[src/rtl/fx_narrow_sat.sv]
// fx_narrow_sat: pipelined fixed-point narrowing converter.
// Converts a wide signed IW.IFR sample to a signed OW.OFR sample:
// fractional LSBs are dropped with truncation or round-half-up (RND),
// integer MSBs are removed with saturation or wrap (SAT).
// Pipeline: input register -> quantise register -> overflow/output register,
// so a sample accepted on edge N is presented after edge N+2.
// Optional build macro FX_NARROW_STATS_EN adds a saturating 16-bit
// overflow event counter on output o_ovf_cnt.
module fx_narrow_sat #(
  parameter int IW  = 16,
  parameter int IFR = 10,
  parameter int OW  = 12,
  parameter int OFR = 7,
  parameter int RND = 1,
  parameter int SAT = 1
) (
  input  logic          clk,
  input  logic          rst_n,
  input  logic          i_valid,
  input  logic [IW-1:0] i_data,
  input  logic          i_clr,
  output logic          o_valid,
  output logic [OW-1:0] o_data,
  output logic          o_ovf,
  output logic          o_ovf_sticky
`ifdef FX_NARROW_STATS_EN
  ,
  output logic [15:0]   o_ovf_cnt
`endif
);

  // Reject parameter sets that would lose integer range or need left shifts.
  if ((IFR < OFR) || ((IW - IFR) < (OW - OFR)) || (OW < 2)) begin : g_param_check
    $error("fx_narrow_sat: illegal parameter set");
  end

  localparam int SH   = IFR - OFR;
  localparam int SHM1 = (SH > 0) ? (SH - 1) : 0;

  // Half an output LSB expressed in input LSBs; zero when truncating or SH=0.
  localparam logic [IW:0] ONE_W   = {{IW{1'b0}}, 1'b1};
  localparam logic [IW:0] RND_ADD = ((RND != 0) && (SH > 0)) ? (ONE_W << SHM1) : {(IW+1){1'b0}};

  // Output range limits, sign-extended to the quantiser width.
  localparam logic signed [IW:0] MAX_V = {{(IW+2-OW){1'b0}}, {(OW-1){1'b1}}};
  localparam logic signed [IW:0] MIN_V = {{(IW+2-OW){1'b1}}, {(OW-1){1'b0}}};

  // Stage 0: registered input.
  logic          in_valid_q, in_valid_d;
  logic [IW-1:0] in_data_q,  in_data_d;

  // Stage 1: quantised value, kept one bit wider than the input so the
  // rounding carry of the largest positive input survives.
  logic                 q_valid_q, q_valid_d;
  logic signed [IW:0]   q_q,       q_d;
  logic signed [IW:0]   ext_s;
  logic signed [IW:0]   sum_s;

  // Stage 2: outputs and status.
  logic          o_valid_q, o_valid_d;
  logic [OW-1:0] o_data_q,  o_data_d;
  logic          o_ovf_q,   o_ovf_d;
  logic          sticky_q,  sticky_d;
  logic          gt_max_s,  lt_min_s;

  // Input register: capture a sample only when it is qualified.
  always_comb begin
    in_valid_d = i_valid;
    if (i_valid) begin
      in_data_d = i_data;
    end else begin
      in_data_d = in_data_q;
    end
  end

  // Quantiser: optional half-LSB add in IW+1 bits, then arithmetic shift.
  always_comb begin
    ext_s     = $signed({in_data_q[IW-1], in_data_q});
    sum_s     = ext_s + $signed(RND_ADD);
    q_valid_d = in_valid_q;
    if (in_valid_q) begin
      q_d = sum_s >>> SH;
    end else begin
      q_d = q_q;
    end
  end

  // Range check and saturate/wrap selection for the output stage.
  always_comb begin
    gt_max_s  = (q_q > MAX_V);
    lt_min_s  = (q_q < MIN_V);
    o_valid_d = q_valid_q;
    if (q_valid_q) begin
      o_ovf_d = gt_max_s | lt_min_s;
      if ((SAT != 0) && gt_max_s) begin
        o_data_d = MAX_V[OW-1:0];
      end else if ((SAT != 0) && lt_min_s) begin
        o_data_d = MIN_V[OW-1:0];
      end else begin
        o_data_d = q_q[OW-1:0];
      end
    end else begin
      o_ovf_d  = 1'b0;
      o_data_d = o_data_q;
    end
  end

  // Sticky overflow: a presented overflow wins over a coincident clear.
  always_comb begin
    if (o_valid_q && o_ovf_q) begin
      sticky_d = 1'b1;
    end else if (i_clr) begin
      sticky_d = 1'b0;
    end else begin
      sticky_d = sticky_q;
    end
  end

  // Pipeline and status registers with asynchronous reset.
  always_ff @(posedge clk or negedge rst_n) begin
    if (!rst_n) begin
      in_valid_q <= 1'b0;
      in_data_q  <= {IW{1'b0}};
      q_valid_q  <= 1'b0;
      q_q        <= {(IW+1){1'b0}};
      o_valid_q  <= 1'b0;
      o_data_q   <= {OW{1'b0}};
      o_ovf_q    <= 1'b0;
      sticky_q   <= 1'b0;
    end else begin
      in_valid_q <= in_valid_d;
      in_data_q  <= in_data_d;
      q_valid_q  <= q_valid_d;
      q_q        <= q_d;
      o_valid_q  <= o_valid_d;
      o_data_q   <= o_data_d;
      o_ovf_q    <= o_ovf_d;
      sticky_q   <= sticky_d;
    end
  end

  assign o_valid      = o_valid_q;
  assign o_data       = o_data_q;
  assign o_ovf        = o_ovf_q;
  assign o_ovf_sticky = sticky_q;

`ifdef FX_NARROW_STATS_EN
  logic [15:0] cnt_q, cnt_d;
  logic        cnt_inc_s;

  // Overflow event counter: saturates at all-ones; clear plus event gives 1.
  always_comb begin
    cnt_inc_s = o_valid_q & o_ovf_q;
    if (i_clr) begin
      cnt_d = cnt_inc_s ? 16'd1 : 16'd0;
    end else if (cnt_inc_s && (cnt_q != 16'hFFFF)) begin
      cnt_d = cnt_q + 16'd1;
    end else begin
      cnt_d = cnt_q;
    end
  end

  // Counter register with asynchronous reset.
  always_ff @(posedge clk or negedge rst_n) begin
    if (!rst_n) begin
      cnt_q <= 16'd0;
    end else begin
      cnt_q <= cnt_d;
    end
  end

  assign o_ovf_cnt = cnt_q;
`endif

endmodule

[config.mk]
export PLATFORM = sky130hd
export DESIGN_NAME = fx_narrow_sat
export DESIGN_NICKNAME = d
export VERILOG_FILES = /design/src/rtl/fx_narrow_sat.sv
export SDC_FILE = /design/constraint.sdc
export NUM_CORES = 1
export LEC_CHECK = 0
export BUFFER_PORTS_ARGS = -buffer_cell sky130_fd_sc_hd__buf_2
export CAP_MARGIN = 20
export CORE_ASPECT_RATIO = 0.75
export CORE_MARGIN = 5
export CORE_UTILIZATION = 35
export DETAILED_ROUTE_END_ITERATION = 8
export GPL_ROUTABILITY_DRIVEN = 0
export PLACE_DENSITY_LB_ADDON = 0.3
export SYNTH_ARGS = -nofsm -noshare
export SYNTH_HDL_FRONTEND = slang
export SYNTH_SLANG_ARGS = --single-unit
[constraint.sdc]
create_clock -name clk -period 1.5 [get_ports clk]
set_clock_uncertainty 0.15 [all_clocks]
set_input_delay 0.3 -clock clk [delete_from_list [all_inputs] [get_ports clk]]
set_output_delay 0.3 -clock clk [all_outputs]
set_load 0.1 [all_outputs]
==> reports/qor.txt <==
outcome: finished with violations
violated checks: negative setup slack
Pwr Density: 1310 nW/um^2
Crit path largest cell delay: 0.47 ns
Worst EP required: 1.53 ns
leak pwr: 1.33 nW
first-pass GRT wire length: 7.43 mm
die width: 99.3 um
largest net degree at the start of global routing: 46
fin nets: 281
Yosys Warn Count: 0
achievable frequency: 0.625 GHz
FF/Latch Area: 1130 um^2
area grow syn2layout: 47.7%
Final Cycle Share: 107%
Worst Path Arrival: 1.63 ns
Mapped Avg Cell Area: 10.5 um^2
Post-Syn Area: 2090 um^2
Worst Path Buf+Inv: 1
area of the multi-input gates: 1100 um^2
boundary pin count: 35
CTS tree: done
most frequent cells in the layout: dfrtp_1 (43), buf_4 (27), a21oi_1 (19)
WL final: 4.68 mm
CTS Buffer Depth: 2
Worst path depth: 5
residual DRC count: 0
reg2reg path depth: 5
die area: 7650 um^2
Rows: 24
CP dominant cell by count: a21oi_2
FF+latch count, synth: 45
crit start category: flip-flop
Hold/Removal Path Class: input port to flip-flop
MaxCap Viol Count: 0
ANT nets after route: 0
leading post-synthesis cells by cell area: dfrtp_1 (54%), mux2_2 (13%), a21oi_1 (7.9%)
hold_ws: 0.0447 ns
Final Non-Filler Cells: 339
worst-skew pair later-pin latency: 0.29 ns
Detailed Place HPWL: 3.01 mm
setup TNS: -0.459 ns
DRT Pass-1 Iters: 4
worst path cell trace: buf_6, or2_4, a21oi_2, a21oi_2, mux2_4
Tightest Pin Transition: 0.442 ns
via total after detailed routing: 1607
CP Max Fanout: 6
post-synth top area share: 53.8%
largest area contributor in the netlist: dfrtp_1
Routed wire per std cell: 13.8 um
Fillers: 525
vias per inst: 4.74
final core occ: 53.1%
Reg clk slew, reported paths: 0.09 ns
Final Hold Vio Count: 0
Vert. Die Dim: 77.0 um
slowest CP cell: dfrtp_2
Max VDD drop: 486 uV
setup ws final: -0.101 ns
port buffer count: 32
clock root cell: clkbuf_8
Overflow after GRT: 0
Core ar.: 5830 um^2
DRT iter0 DRCs: 53
Slew HR: 70.6%
initial antenna violation count: 0
CP top delay family: flip-flops
cts bufs inserted: 5
CP Capture Type: flip-flop
DP Worst Slack: -0.147 ns
post-layout instance area: 3090 um^2
Min-Delay Path Depth: 2
number of global-route vias before repair: 1548
total power draw: 4.07 mW
min cycle time layout: 1.60 ns
most common cell after layout, fill and taps aside: dfrtp_1
type of the worst setup path: flip-flop to flip-flop
post-synthesis sequential area ratio: 53.8%
n_diodes: 0
Initial Utilization: 36.0%
htree depth: 2
RSZ-0062 raised after global routing: yes
Synth Instances: 199
Placed Instances: 322
Tot GR Track Use: 12.0%
Mapped Nets: 220
Post-DP Area: 2750 um^2
library cells used by synthesis: 25
share of cells above drive strength 1: 52.5%
final setup fails: 9
clk sinks: 45
max-slew violation count: 0
-- path summary, 6_finish.rpt --
path	to	slack, ns	start
min	o_ovf_sticky	0.04	i_clr
max reg2reg	o_data[5]	-0.10	q_q[11]
min reg2reg	o_valid_d	0.40	in_valid_q
max in group asynchronous	in_data_q[4]	0.61	rst_n
max	o_data[5]	-0.10	q_q[11]
min in group asynchronous	o_ovf_sticky	0.36	rst_n
-- metal layers --
layer  wire length (um)  track usage (%)
met2               2110             18.4
met4                 38             2.86
met1               2310             16.9
met3                221             3.26
met5                  0                0
-- timing repair --
item | in CTS | in global routing
endpoints found under the hold margin | 45 | 0
pin swaps | 4 | 17
buffers inserted | 4 | 4
endpoints found under the setup margin | 14 | 22
resized for setup | 12 | 36
hold buffers | 1 | 0
-- synth_stat cells --
library cell	number
inv_1	5
o311ai_0	1
nand3_2	1
nand4_2	1
buf_2	1
a31oi_1	1
buf_1	1
buf_4	2
and3_1	2
nand3_1	5
nor4_1	2
dfrtp_1	45
ha_1	1
nor3_1	4
xnor2_1	9
a21oi_1	33
nand2b_4	1
xor2_1	2
o21ai_0	6
nand2_1	18
or2_2	11
clkbuf_1	7
or3_1	3
nor2_1	13
mux2_2	24
-- power by group --
group / switching [mW] / internal [mW] / leakage [nW] / total [mW]
combinational: 1.01 / 0.740 / 0.769 / 1.75
clock: 0.406 / 0.324 / 0.0450 / 0.729
sequential: 0.195 / 1.39 / 0.517 / 1.59
total: 1.61 / 2.46 / 1.33 / 4.07
-- cell families after synthesis --
family | after synthesis | share of synthesized area [%]
XOR/XNOR | 11 | 4.60
flip-flops | 45 | 53.8
multiplexers | 24 | 12.9
AO/OA/AOI/OAI | 41 | 10.0
AND/OR/NAND/NOR | 61 | 14.8
adder cells (fa/ha/maj) | 1 | 0.597
buffers and inverters | 16 | 3.29
-- final cells by class --
type / count / area share (%)
clock buffers: 6 / 2.35
repair buffers: 65 / 21.4
inverters: 5 / 0.728
multi-input cells: 138 / 35.5
flip-flops and latches: 45 / 36.5
clock inverters: 2 / 0.323
well taps: 78 / 3.15
-- state kept, by name (all words and copies together) (netlist names) --
signal        flops
in_data_q        14
in_valid_q        1
o_data           12
q_q              14
o_ovf_sticky      1
o_valid           1
o_valid_d         1
o_ovf             1
(Power assumes the default switching activity.)
